## config.mk

```make
export PLATFORM = sky130hd
export DESIGN_NAME = mem_arbiter
export DESIGN_NICKNAME = d
export VERILOG_FILES = /design/src/rtl/mem_arbiter.sv
export SDC_FILE = /design/constraint.sdc
export NUM_CORES = 1
export LEC_CHECK = 0
export ABC_AREA = 1
export CAP_MARGIN = 20
export CORE_MARGIN = 3
export CORE_UTILIZATION = 35
export DETAILED_ROUTE_END_ITERATION = 16
export PLACE_DENSITY_LB_ADDON = 0.25
export SYNTH_ARGS = -nofsm -noshare
export SYNTH_HDL_FRONTEND = slang
export SYNTH_SLANG_ARGS = --single-unit
```

## constraint.sdc

```tcl
create_clock -name clk -period 1.7 [get_ports clk]
set_input_delay 0.34 -clock clk [delete_from_list [all_inputs] [get_ports clk]]
set_output_delay 0.34 -clock clk [all_outputs]
set_load 0.01 [all_outputs]
```

## src/rtl/mem_arbiter.sv

```systemverilog
// Shares one memory port between an instruction fetch requester and a data
// requester. Data wins collisions until fetch has waited STARVE_LIMIT grants.
module mem_arbiter #(
    parameter int STARVE_LIMIT = 4
) (
    input  logic        clk,
    input  logic        rst_n,
    input  logic        i_read,
    input  logic [31:0] i_addr,
    output logic [31:0] i_rdata,
    output logic        i_resp,
    input  logic        d_read,
    input  logic        d_write,
    input  logic [31:0] d_addr,
    input  logic [31:0] d_wdata,
    input  logic [3:0]  d_wmask,
    output logic [31:0] d_rdata,
    output logic        d_resp,
    output logic        mem_read,
    output logic        mem_write,
    output logic [31:0] mem_addr,
    output logic [31:0] mem_wdata,
    output logic [3:0]  mem_wmask,
    input  logic [31:0] mem_rdata,
    input  logic        mem_resp,
    output logic        mdr_load,
    output logic        mdr_instr_data
);
    localparam int CNT_W = (STARVE_LIMIT > 0) ? $clog2(STARVE_LIMIT + 1) : 1;
    localparam logic [CNT_W-1:0] CNT_MAX = CNT_W'(STARVE_LIMIT);

    typedef enum logic [1:0] {
        IDLE    = 2'd0,
        SERVE_I = 2'd1,
        SERVE_D = 2'd2
    } state_t;

    state_t           r_state;
    state_t           w_next_state;
    logic             w_grant_i;
    logic             w_grant_d;
    logic             w_serve_rd;
    logic [CNT_W-1:0] r_starve_cnt;
    logic [31:0]      r_addr;
    logic [31:0]      r_wdata;
    logic [3:0]       r_wmask;
    logic             r_op_write;

    always_comb begin
        w_next_state   = r_state;
        w_grant_i      = 1'b0;
        w_grant_d      = 1'b0;
        w_serve_rd     = 1'b0;
        mem_read       = 1'b0;
        mem_write      = 1'b0;
        mem_wmask      = r_wmask;
        i_resp         = 1'b0;
        d_resp         = 1'b0;
        mdr_load       = 1'b0;
        mdr_instr_data = 1'b0;

        case (r_state)
            IDLE: begin
                // Data has priority unless fetch has been passed over too often.
                if ((d_read || d_write) && !(i_read && (r_starve_cnt == CNT_MAX))) begin
                    w_grant_d    = 1'b1;
                    w_next_state = SERVE_D;
                end else if (i_read) begin
                    w_grant_i    = 1'b1;
                    w_next_state = SERVE_I;
                end
            end
            SERVE_I: begin
                mem_wmask  = 4'h0;
                w_serve_rd = 1'b1;
                i_resp     = mem_resp && rst_n;
                if (mem_resp) w_next_state = IDLE;
            end
            SERVE_D: begin
                w_serve_rd     = !r_op_write;
                mem_write      = r_op_write && rst_n;
                d_resp         = mem_resp && rst_n;
                mdr_instr_data = rst_n;
                if (mem_resp) w_next_state = IDLE;
            end
            default: w_next_state = IDLE;
        endcase

        mem_read = w_serve_rd && rst_n;
        mdr_load = w_serve_rd && mem_resp && rst_n;
    end

    always_ff @(posedge clk) begin
        if (!rst_n) begin
            r_state      <= IDLE;
            r_starve_cnt <= '0;
            r_addr       <= '0;
            r_wdata      <= '0;
            r_wmask      <= '0;
            r_op_write   <= 1'b0;
        end else begin
            r_state <= w_next_state;
            if (w_grant_i) begin
                r_addr       <= i_addr;
                r_starve_cnt <= '0;
            end
            if (w_grant_d) begin
                r_addr     <= d_addr;
                r_wdata    <= d_wdata;
                r_wmask    <= d_wmask;
                r_op_write <= d_write;
                if (i_read && (r_starve_cnt != CNT_MAX))
                    r_starve_cnt <= r_starve_cnt + 1'b1;
            end
        end
    end

    assign mem_addr  = r_addr;
    assign mem_wdata = r_wdata;
    assign i_rdata   = mem_rdata;
    assign d_rdata   = mem_rdata;

endmodule
```

==> results of run 1 <==
layout make-up:
class                   instances  area [um2]  area share [%]
repair buffers                200        1960            34.6
inverters                      50         193            3.40
multi-input cells             347        1640            29.0
clock buffers                   9         124            2.18
flip-flops and latches         74        1490            26.3
well taps                     136         170            3.00
clock inverters                 6        90.1            1.59
per-layer routing:
| metal | track usage, % | wire [um] |
|---|---|---|
| met2 | 31.7 | 5940 |
| met4 | 5.52 | 198 |
| met1 | 19.4 | 4380 |
| met3 | 4.67 | 699 |
| met5 | 0 | 0 |
flip-flops by register name (all words and copies together) (netlist names):
| register | flops |
|---|---|
| mem_addr | 32 |
| mem_wdata | 32 |
| r_wmask | 4 |
| r_starve_cnt | 3 |
| r_state | 2 |
| r_op_write | 1 |
per-stage QoR:
step / area (um2) / utilization [%] / TNS [ns] / cells / setup slack [ns]
finish: 5670 / 53.5 / 0 / 822 / 0.00929
global route: 5670 / 53.5 / -0.140 / 822 / -0.0534
CTS: 5660 / 53.4 / -0.0675 / 822 / -0.0675
detailed placement: 5420 / 51.1 / -17.77 / 806 / -0.440
global placement: 5420 / 51.1 / -15.60 / 806 / -0.408
floorplan: 3920 / - / 0 / 568 / 0.308
cells by family after synthesis:
family	Yosys count	synth area share, %
fa+ha+maj	5	1.60
flops	74	37.8
simple gates	292	31.9
buf+inv	147	21.9
compound gates	49	6.55
xor+xnor	1	0.224
where the power goes:
group / switching, mW / internal (mW)
sequential: 0.154 / 2.03
clock: 0.656 / 0.823
combinational: 1.21 / 1.21
worst reg2reg max path, stage by stage, from the launching register on:
cell     delay [ns]
dfxtp_1        0.36
inv_1          0.07
ha_1           0.22
nand3_2        0.12
nand2_1        0.12
nor2_4         0.13
buf_12         0.20
nand2_1        0.08
a21oi_1        0.15
how the worst max path moves through the flow:
stage | start | end | slack (ns) | cells after the start
3_3_place_gp | rst_n | mdr_load | -0.41 | 4
3_5_place_dp | rst_n | mdr_load | -0.44 | 4
5_1_grt | r_state[1] | mdr_load | -0.05 | 7
4_1_cts | r_state[1] | mdr_load | -0.07 | 5
2_1_floorplan | r_state[0] | r_starve_cnt[0] | 0.31 | 7
6_report | r_state[1] | mdr_load | 0.009 | 5
cell usage in the layout, fill, tap and decap left out:
cell             Yosys  final
nand3_1             35     35
clkinvlp_4           0      1
ha_4                 0      3
clkbuf_8             0      9
inv_1               48     45
dlygate4sd2_1        0      1
o21ai_1              4      4
nor2_4               1      1
a21oi_4              1      1
dfxtp_1             74     72
clkdlybuf4s50_1      0    168
buf_2                8     10
nor3_2               0      1
a21oi_1             42     42
nor3_1               2      1
o21ai_0              2      2
buf_12               0      5
nand2_4              0      1
clkinv_4             0      1
bufinv_16            0      2
nand3_2              2      2
inv_2                2      3
dfxtp_4              0      2
nand4_1             34     34
nor2_2               0      3
xnor2_1              1      1
clkinv_2             0      1
inv_6                0      1
buf_4               67     16
inv_4                0      2
nand2_1            143    139
nor2_1              74     71
nand2_2              1      4
ha_1                 5      2
timing repair:
item | in CTS | in global routing
pin swaps | 3 | 8
endpoints found under the setup margin | 10 | 9
buffers inserted | 1 | 0
resized for setup | 60 | 4
==> run summary, run 1 <==
status -> completed
crit path DAT -> 1.35 ns
Post-Syn Area -> 3920 um2
Ys Warns -> 0
Initial Util -> 37.0%
Sink Count -> 74
HP Class -> reg -> reg
layout cells sized above 1 -> 10.1%
P per Cell Area -> 1070 nW/um2
detailed placement HPWL -> 8140 um
Fillers -> 1052
Hold Startpoint -> r_wmask[0]
Peak Freq -> 591 MHz
Post-synth EDFFs -> 0
Synth cell types -> 22
Slowest cell on crit path -> dfxtp_4
Worst path max stage delay -> 0.39 ns
Total GRT Usage -> 17.3%
total congestion overflow -> 0
Post-Synthesis Cells -> 568
R2R Path Start -> r_starve_cnt[0]
initial antenna violation count -> 0
Leakage Power -> 2.58 nW
clk buf depth -> 2
CTS Buf Count -> 9
top cell type's share of synthesized area -> 37.8%
Die Area -> 12500 um2
commonest cells in the netlist -> nand2_1 (143), dfxtp_1 (74), nor2_1 (74)
clock transition at the registers of the reported paths -> 0.08 ns
Routed WL per cell -> 13.7 um
IO buf count -> 179
GPL Wtd Cong -> 0.785
flops & latches, synth -> 74
Root Buffer -> clkbuf_8
WP data required -> 1.36 ns
syn nets -> 711
# hold bufs at CTS -> 0
WP buf/inv -> 2
initial drt markers -> 199
Worst-Margin Slew -> 0.740 ns
startpoint types -> flop
Pre-Repair DR Iteration Count -> 4
worst clock skew -> 0.0147 ns
total core area -> 10600 um2
largest net degree at the start of global routing -> 69
Synth async-reset ratio -> 0%
CP Max Fanout -> 3
Pins Over Slew Limit -> 0
vias in the first global route -> 3671
ANT cells -> 0
# IOs -> 276
Routed Antenna Nets -> 0
Mean Syn Cell Area -> 6.90 um2
crit share post-route -> 99.5%
R2R Setup Slk -> 0.17 ns
CTS H-Tree Depth -> 3
RSZ-0062 raised after global routing -> yes
Die X -> 112 um
R2R depth -> 8
Vias/cell -> 4.70
via count -> 3860
Final min period -> 1.69 ns
first-pass GRT wire length -> 17900 um
Worst Hold End -> r_wmask[0]
count leader, synth -> nand2_1
Clock Latency Late Sink -> 0.34 ns
Max Cap Viol -> 0
area leader, netlist -> dfxtp_1
Area Overhead vs Synth -> 44.7%
final setup fails -> 0
Power, Total -> 6.08 mW
final hold slack -> 0.463 ns
DRT Wirelength -> 11200 um
cell family with most CP delay -> flip-flops
Final Hold Viols -> 0
CTS tree -> yes
Relative slew margins -> 50.7%
top cells by area, synth -> dfxtp_1 (38%), nand2_1 (14%), buf_4 (13%)
ys flop type -> dfxtp_1
critical path, cell by cell -> inv_4 > ha_4 > nand2_4 > nor3_2 > buf_2
Setup crit end kind -> output port
Final Net Count -> 825
site row count -> 37
hold path cells -> 2
r2r endpoint -> mem_wdata[29]
sequential share of the synthesized area -> 37.8%
worst setup path class -> reg -> out
drt drc -> 0
VDD IR-drop max -> 0.000543 V
die height -> 112 um
(Power assumes the default switching activity.)
==> run 2, diff against run 1 <==
--- a/config.mk
+++ b/config.mk
@@ -7,9 +7,9 @@
 export LEC_CHECK = 0
 export ABC_AREA = 1
 export CAP_MARGIN = 20
-export CORE_MARGIN = 3
-export CORE_UTILIZATION = 35
+export CORE_AREA = 2 2 108 110
 export DETAILED_ROUTE_END_ITERATION = 16
+export DIE_AREA = 0 0 110 112
 export PLACE_DENSITY_LB_ADDON = 0.25
 export SYNTH_ARGS = -nofsm -noshare
 export SYNTH_HDL_FRONTEND = slang
==> constraint.sdc (replaced) <==
create_clock -name clk -period 2.2 [get_ports clk]
set_input_delay 0.44 -clock clk [delete_from_list [all_inputs] [get_ports clk]]
set_output_delay 0.44 -clock clk [all_outputs]
set_load 0.01 [all_outputs]
==> run summary, run 2 (synthesis gave the netlist of run 1 again) <==
Routed WL per cell -> 13.4 um (-1.9%)
detailed placement HPWL -> 7920 um (-2.7%)
site row count -> 39 (+5.4%)
CTS tree -> yes
Die X -> 110 um (-1.6%)
first-pass GRT wire length -> 17100 um (-4.9%)
commonest non-fill, non-tap cell in the layout -> clkdlybuf4s50_1
total congestion overflow -> 0 (unchanged)
grt peak-use layer -> met2
Routed Antenna Nets -> 0 (unchanged)
Pins Over Slew Limit -> 0 (unchanged)
vias in the first global route -> 3619 (-1.4%)
post-CTS setup buffers -> 0 (-1)
Worst Hold End -> r_wmask[3]
# IOs -> 276 (unchanged)
Relative slew margins -> 52.5% (+1.8 points)
Vias/cell -> 4.65 (-0.97%)
Peak Freq -> 477 MHz
Final Net Count -> 816 (-1.1%)
# hold bufs at CTS -> 0 (unchanged)
fin worst setup slack -> 0.102 ns (+0.0922 ns)
via count -> 3818 (-1.1%)
Hold Startpoint -> r_wmask[3]
worst clock skew -> 0.00608 ns (-0.00858 ns)
met2 global-route usage -> 30.0% (-1.6 points)
clock transition at the registers of the reported paths -> 0.06 ns (-0.02 ns)
Power, Total -> 5.16 mW (-15%)
Total GRT Usage -> 17.6% (+0.27 points)
R2R Path Start -> r_state[1]
startpoint types -> flop
Sink Count -> 74 (unchanged)
initial antenna violation count -> 0 (unchanged)
die height -> 112 um (+0.18%)
total core area -> 11200 um2 (+5.4%)
dpl ws -> -0.0820 ns (+0.358 ns)
Setup crit end kind -> output port
Root Buffer -> clkbuf_16
RSZ-0062 raised after global routing -> no
crit share post-route -> 95.4%
GRT met1 Usage -> 20.3% (+0.88 points)
initial drt markers -> 156 (-22%)
DRT Wirelength -> 11000 um (-2.0%)
most frequent cells in the layout -> clkdlybuf4s50_1 (173), nand2_1 (143), nor2_1 (74), dfxtp_1 (74), inv_1 (48)
crit path DAT -> 1.66 ns (+0.31 ns)
largest net degree at the start of global routing -> 69 (unchanged)
Final Hold Viols -> 0 (unchanged)
Clock Latency Late Sink -> 0.33 ns (about the same)
Worst-Margin Slew -> 0.712 ns (-0.0276 ns)
CP Max Fanout -> 5 (+2)
Fillers -> 1114 (+5.9%)
worst setup path class -> reg -> out
drt drc -> 0 (unchanged)
r2r endpoint -> mem_addr[0]
VDD IR-drop max -> 0.000399 V (-26%)
R2R Setup Slk -> 0.50 ns (+0.33 ns)
Initial Util -> 35.1% (-1.9 points)
WP data required -> 1.76 ns (+0.40 ns)
Area Overhead vs Synth -> 45.3%
fin util -> 50.9% (-2.6 points)
Die Area -> 12300 um2 (-1.4%)
final setup fails -> 0 (unchanged)
clk buf depth -> 2 (unchanged)
Final min period -> 2.10 ns
HP Class -> reg -> reg
P per Cell Area -> 906 nW/um2 (-15%)
R2R depth -> 9 (+1)
hold path cells -> 2 (unchanged)
GPL Wtd Cong -> 0.806 (+2.7%)
met3 Use GR -> 3.57% (-1.1 points)
final instance area -> 5690 um2 (+0.38%)
IO buf count -> 179 (unchanged)
CTS Buf Count -> 9 (unchanged)
Pre-Repair DR Iteration Count -> 4 (unchanged)
Max Cap Viol -> 0 (unchanged)
layout cells sized above 1 -> 5.16% (-4.9 points)
CTS H-Tree Depth -> 3 (unchanged)
ANT cells -> 0 (unchanged)
Leakage Power -> 2.59 nW (+0.70%)
status -> completed
Area after DPL -> 5350 um2 (-1.4%)
-- run 2: layout make-up --
class | count | area [um2] | share of cell area (%)
timing repair buffer | 191 | 1920 | 33.7
multi-input combinational | 347 | 1580 | 27.8
sequential | 74 | 1480 | 26.0
tap | 143 | 179 | 3.14
clock inverter | 6 | 114 | 2.00
clock buffer | 10 | 229 | 4.02
inverter | 50 | 188 | 3.30
-- run 2: report_power, final --
part           leakage [nW]  switching (mW)  internal (mW)
clock                 0.159           0.573           1.11
sequential            0.613           0.113           1.57
combinational          1.82           0.908          0.881
total                  2.59            1.59           3.56
-- run 2: through the flow --
| stage | cells | hold WS (ns) | TNS [ns] |
|---|---|---|---|
| 2_1_floorplan | 568 | 0.430 | 0 |
| 3_3_place_gp | 805 | 0.444 | -0.0831 |
| 3_5_place_dp | 805 | 0.444 | -0.171 |
| 4_1_cts | 821 | 0.453 | 0 |
| 5_1_grt | 821 | 0.477 | 0 |
| 6_report | 821 | 0.452 | 0 |
-- run 2: worst max-delay path by stage --
stage                         endpoint  cells after the start       start
after floorplan               mdr_load                      6  r_state[1]
after global placement        mdr_load                      4       rst_n
after detailed placement      mdr_load                      4       rst_n
after CTS                       d_resp                      5  r_state[0]
after global routing          mdr_load                      5  r_state[0]
final                     mem_wmask[3]                      4  r_state[1]
-- run 2: worst max-delay path: stages, from the launching register on --
cell and delay, ns:
dfxtp_1 0.36, inv_1 0.08, ha_2 0.21, nor2_1 0.11, clkdlybuf4s50_1 0.57
-- run 2: what timing repair did --
item                       CTS  global route
gates cloned                 0             0
setup endpoints to repair    5             2
resized for setup            5             2
pin swaps                    0             0
-- run 2: routing by layer --
metal,share of wire (%),up-vias
li1,-,1940
met1,41,1731
met2,50,116
met3,6.6,31
met4,3.0,0
met5,0,-
==> run 3, diff against run 2 <==
--- a/config.mk
+++ b/config.mk
@@ -5,11 +5,11 @@
 export SDC_FILE = /design/constraint.sdc
 export NUM_CORES = 1
 export LEC_CHECK = 0
-export ABC_AREA = 1
 export CAP_MARGIN = 20
 export CORE_AREA = 2 2 108 110
 export DETAILED_ROUTE_END_ITERATION = 16
 export DIE_AREA = 0 0 110 112
+export GPL_TIMING_DRIVEN = 0
 export PLACE_DENSITY_LB_ADDON = 0.25
 export SYNTH_ARGS = -nofsm -noshare
 export SYNTH_HDL_FRONTEND = slang
==> run summary, run 3 <==
status -> completed
CTS Buf Count -> 9 (unchanged)
Initial Util -> 32.3% (-2.7 points)
Clock Latency Late Sink -> 0.33 ns (about the same)
HP Class -> reg -> reg
top cells by area, synth -> dfxtp_1 (41%), nand2_1 (15%), buf_4 (14%)
Leakage Power -> 2.67 nW (+3.0%)
total congestion overflow -> 0 (unchanged)
GPL Wtd Cong -> 0.849 (+5.4%)
worst clock skew -> 0.00544 ns (-0.000635 ns)
Area after DPL -> 6210 um2 (+16%)
Post-Syn Area -> 3610 um2 (-7.8%)
Ys Warns -> 0 (unchanged)
vias in the first global route -> 3852 (+6.4%)
Mean Syn Cell Area -> 7.94 um2 (+15%)
dpl ws -> 0.0418 ns (+0.124 ns)
P per Cell Area -> 678 nW/um2 (-25%)
first-pass GRT wire length -> 17900 um (+4.7%)
commonest non-fill, non-tap cell in the layout -> clkdlybuf4s50_1
final instance area -> 6490 um2 (+14%)
drt drc -> 0 (unchanged)
WP data required -> 1.76 ns (about the same)
CP Max Fanout -> 4 (-1)
Post-synth EDFFs -> 0 (unchanged)
ys flop type -> dfxtp_1
area leader, netlist -> dfxtp_1
Final Hold Viols -> 0 (unchanged)
CTS tree -> yes
crit share post-route -> 97.9% (+2.5 points)
Peak Freq -> 464 MHz (-2.5%)
initial drt markers -> 145 (-7.1%)
Die Area -> 12300 um2 (unchanged)
Pre-Repair DR Iteration Count -> 4 (unchanged)
Area Overhead vs Synth -> 79.7%
count leader, synth -> nand2_1
via count -> 3930 (+2.9%)
sequential share of the synthesized area -> 41.0% (+3.2 points)
clock transition at the registers of the reported paths -> 0.06 ns (about the same)
final hold slack -> 0.456 ns (+0.00412 ns)
# IOs -> 276 (unchanged)
layout cells sized above 1 -> 14.2% (+9.0 points)
flops & latches, synth -> 74 (unchanged)
final setup fails -> 0 (unchanged)
DRT Wirelength -> 11700 um (+6.4%)
syn nets -> 598 (-16%)
detailed placement HPWL -> 9170 um (+16%)
Setup crit end kind -> output port
Worst-Margin Slew -> 0.460 ns (-0.252 ns)
post-synthesis compound-gate area fraction -> 19.2% (+13 points)
Vias/cell -> 4.60 (-1.2%)
setup TNS -> 0 ns (unchanged)
Final min period -> 2.15 ns (+0.0548 ns)
Synth Area in Simple Gates -> 18.9% (-13 points)
Fillers -> 1043 (-6.4%)
Synth cell types -> 25 (+14%)
fin worst setup slack -> 0.0467 ns (-0.0548 ns)
Synth async-reset ratio -> 0% (unchanged)
xor/xnor share of the synthesized area -> 0% (-0.22 points)
die height -> 112 um (unchanged)
ANT cells -> 0 (unchanged)
Routed Antenna Nets -> 0 (unchanged)
Power, Total -> 4.40 mW (-15%)
Post-Synthesis Cells -> 455 (-20%)
clk buf depth -> 2 (unchanged)
Sink Count -> 74 (unchanged)
adder-cell share of the synthesized area -> 1.73% (+0.13 points)
Final Net Count -> 851 (+4.3%)
Root Buffer -> clkbuf_16
Max Cap Viol -> 0 (unchanged)
Pins Over Slew Limit -> 0 (unchanged)
fin util -> 58.1% (+7.2 points)
Routed WL per cell -> 13.7 um (+2.2%)
largest family of logic cells by synthesized area -> compound AO/OA/AOI/OAI gates
Finished Layout Cells -> 855 (+4.1%)
most frequent cells in the layout -> clkdlybuf4s50_1 (239), nand2_1 (143), dfxtp_1 (73)
cell total after placement -> 840 (+4.3%)
Relative slew margins -> 69.3% (+17 points)
site row count -> 39 (unchanged)
VDD IR-drop max -> 0.000368 V (-7.9%)
crit path DAT -> 1.71 ns (+0.05 ns)
Total GRT Usage -> 18.5% (+0.94 points)
IO buf count -> 242 (+35%)
total core area -> 11200 um2 (unchanged)
multiplexer share of the synthesized area -> 0% (unchanged)
worst setup path class -> in -> out
startpoint types -> primary input
CTS H-Tree Depth -> 3 (unchanged)
Die X -> 110 um (unchanged)
commonest cells in the netlist -> nand2_1 (143), dfxtp_1 (74), buf_4 (66)
largest net degree at the start of global routing -> 12 (-83%)
top cell type's share of synthesized area -> 41.0% (+3.2 points)
initial antenna violation count -> 0 (unchanged)
-- run 3: changes by cell type after synthesis, moves of 32 or more --
cell     previous run  this run
a21oi_1            42         3
a31oi_1             0        32
inv_1              48         5
nand3_1            35         2
nand4_1            34         2
nor2_1             74         2
-- run 3: power breakdown --
part           switching, mW  internal [mW]  leakage, nW
clock                  0.544          0.813        0.138
sequential            0.0832           1.51        0.613
combinational          0.626          0.821         1.92
-- run 3: kinds of logic (layout without fill, tap and decap cells) --
kind of cell / after synthesis / count (layout)
buf+inv: 99 / 356
simple gates: 167 / 167
compound gates: 110 / 110
fa+ha+maj: 5 / 5
flops: 74 / 74
-- run 3: worst paths after layout --
check,depth (start not counted),slack (ns),end,startpoint
worst max-delay path,3,0.05,i_resp,mem_resp
worst min-delay path,2,0.46,mem_wdata[10],mem_wdata[10]
worst max register to register,6,0.38,mem_addr[21],r_state[0]
worst min register to register,2,0.46,mem_wdata[10],mem_wdata[10]
-- run 3: worst max-delay path, stage by stage --
cell	delay [ns]
clkdlybuf4s50_1	0.53
and3_1	0.19
clkdlybuf4s50_1	0.55
-- run 3: repair_timing --
item                       CTS  global route
hold buffers                 0             0
setup endpoints to repair    2             2
gates resized for setup      4             2
setup buffers                0             0
pin swaps                    0             0
-- run 3: final cells by class --
cell class	instances	area (um2)	share of cell area, %
clock buffer	12	256	3.95
clock inverter	3	15.0	0.231
buffer	94	672	10.3
multi-input combinational	282	1450	22.3
timing repair buffer	242	2420	37.3
tap	143	179	2.76
sequential	74	1480	22.8
inverter	5	18.8	0.289
-- run 3: per-layer routing --
metal  vias to the layer above  GRT usage, %  wire length [um]
met5                         -             0                 0
met4                         0          9.20               308
met3                        23          4.86              1070
met2                       176          33.3              5950
met1                      1782          19.5              4370
li1                       1949             -                 -
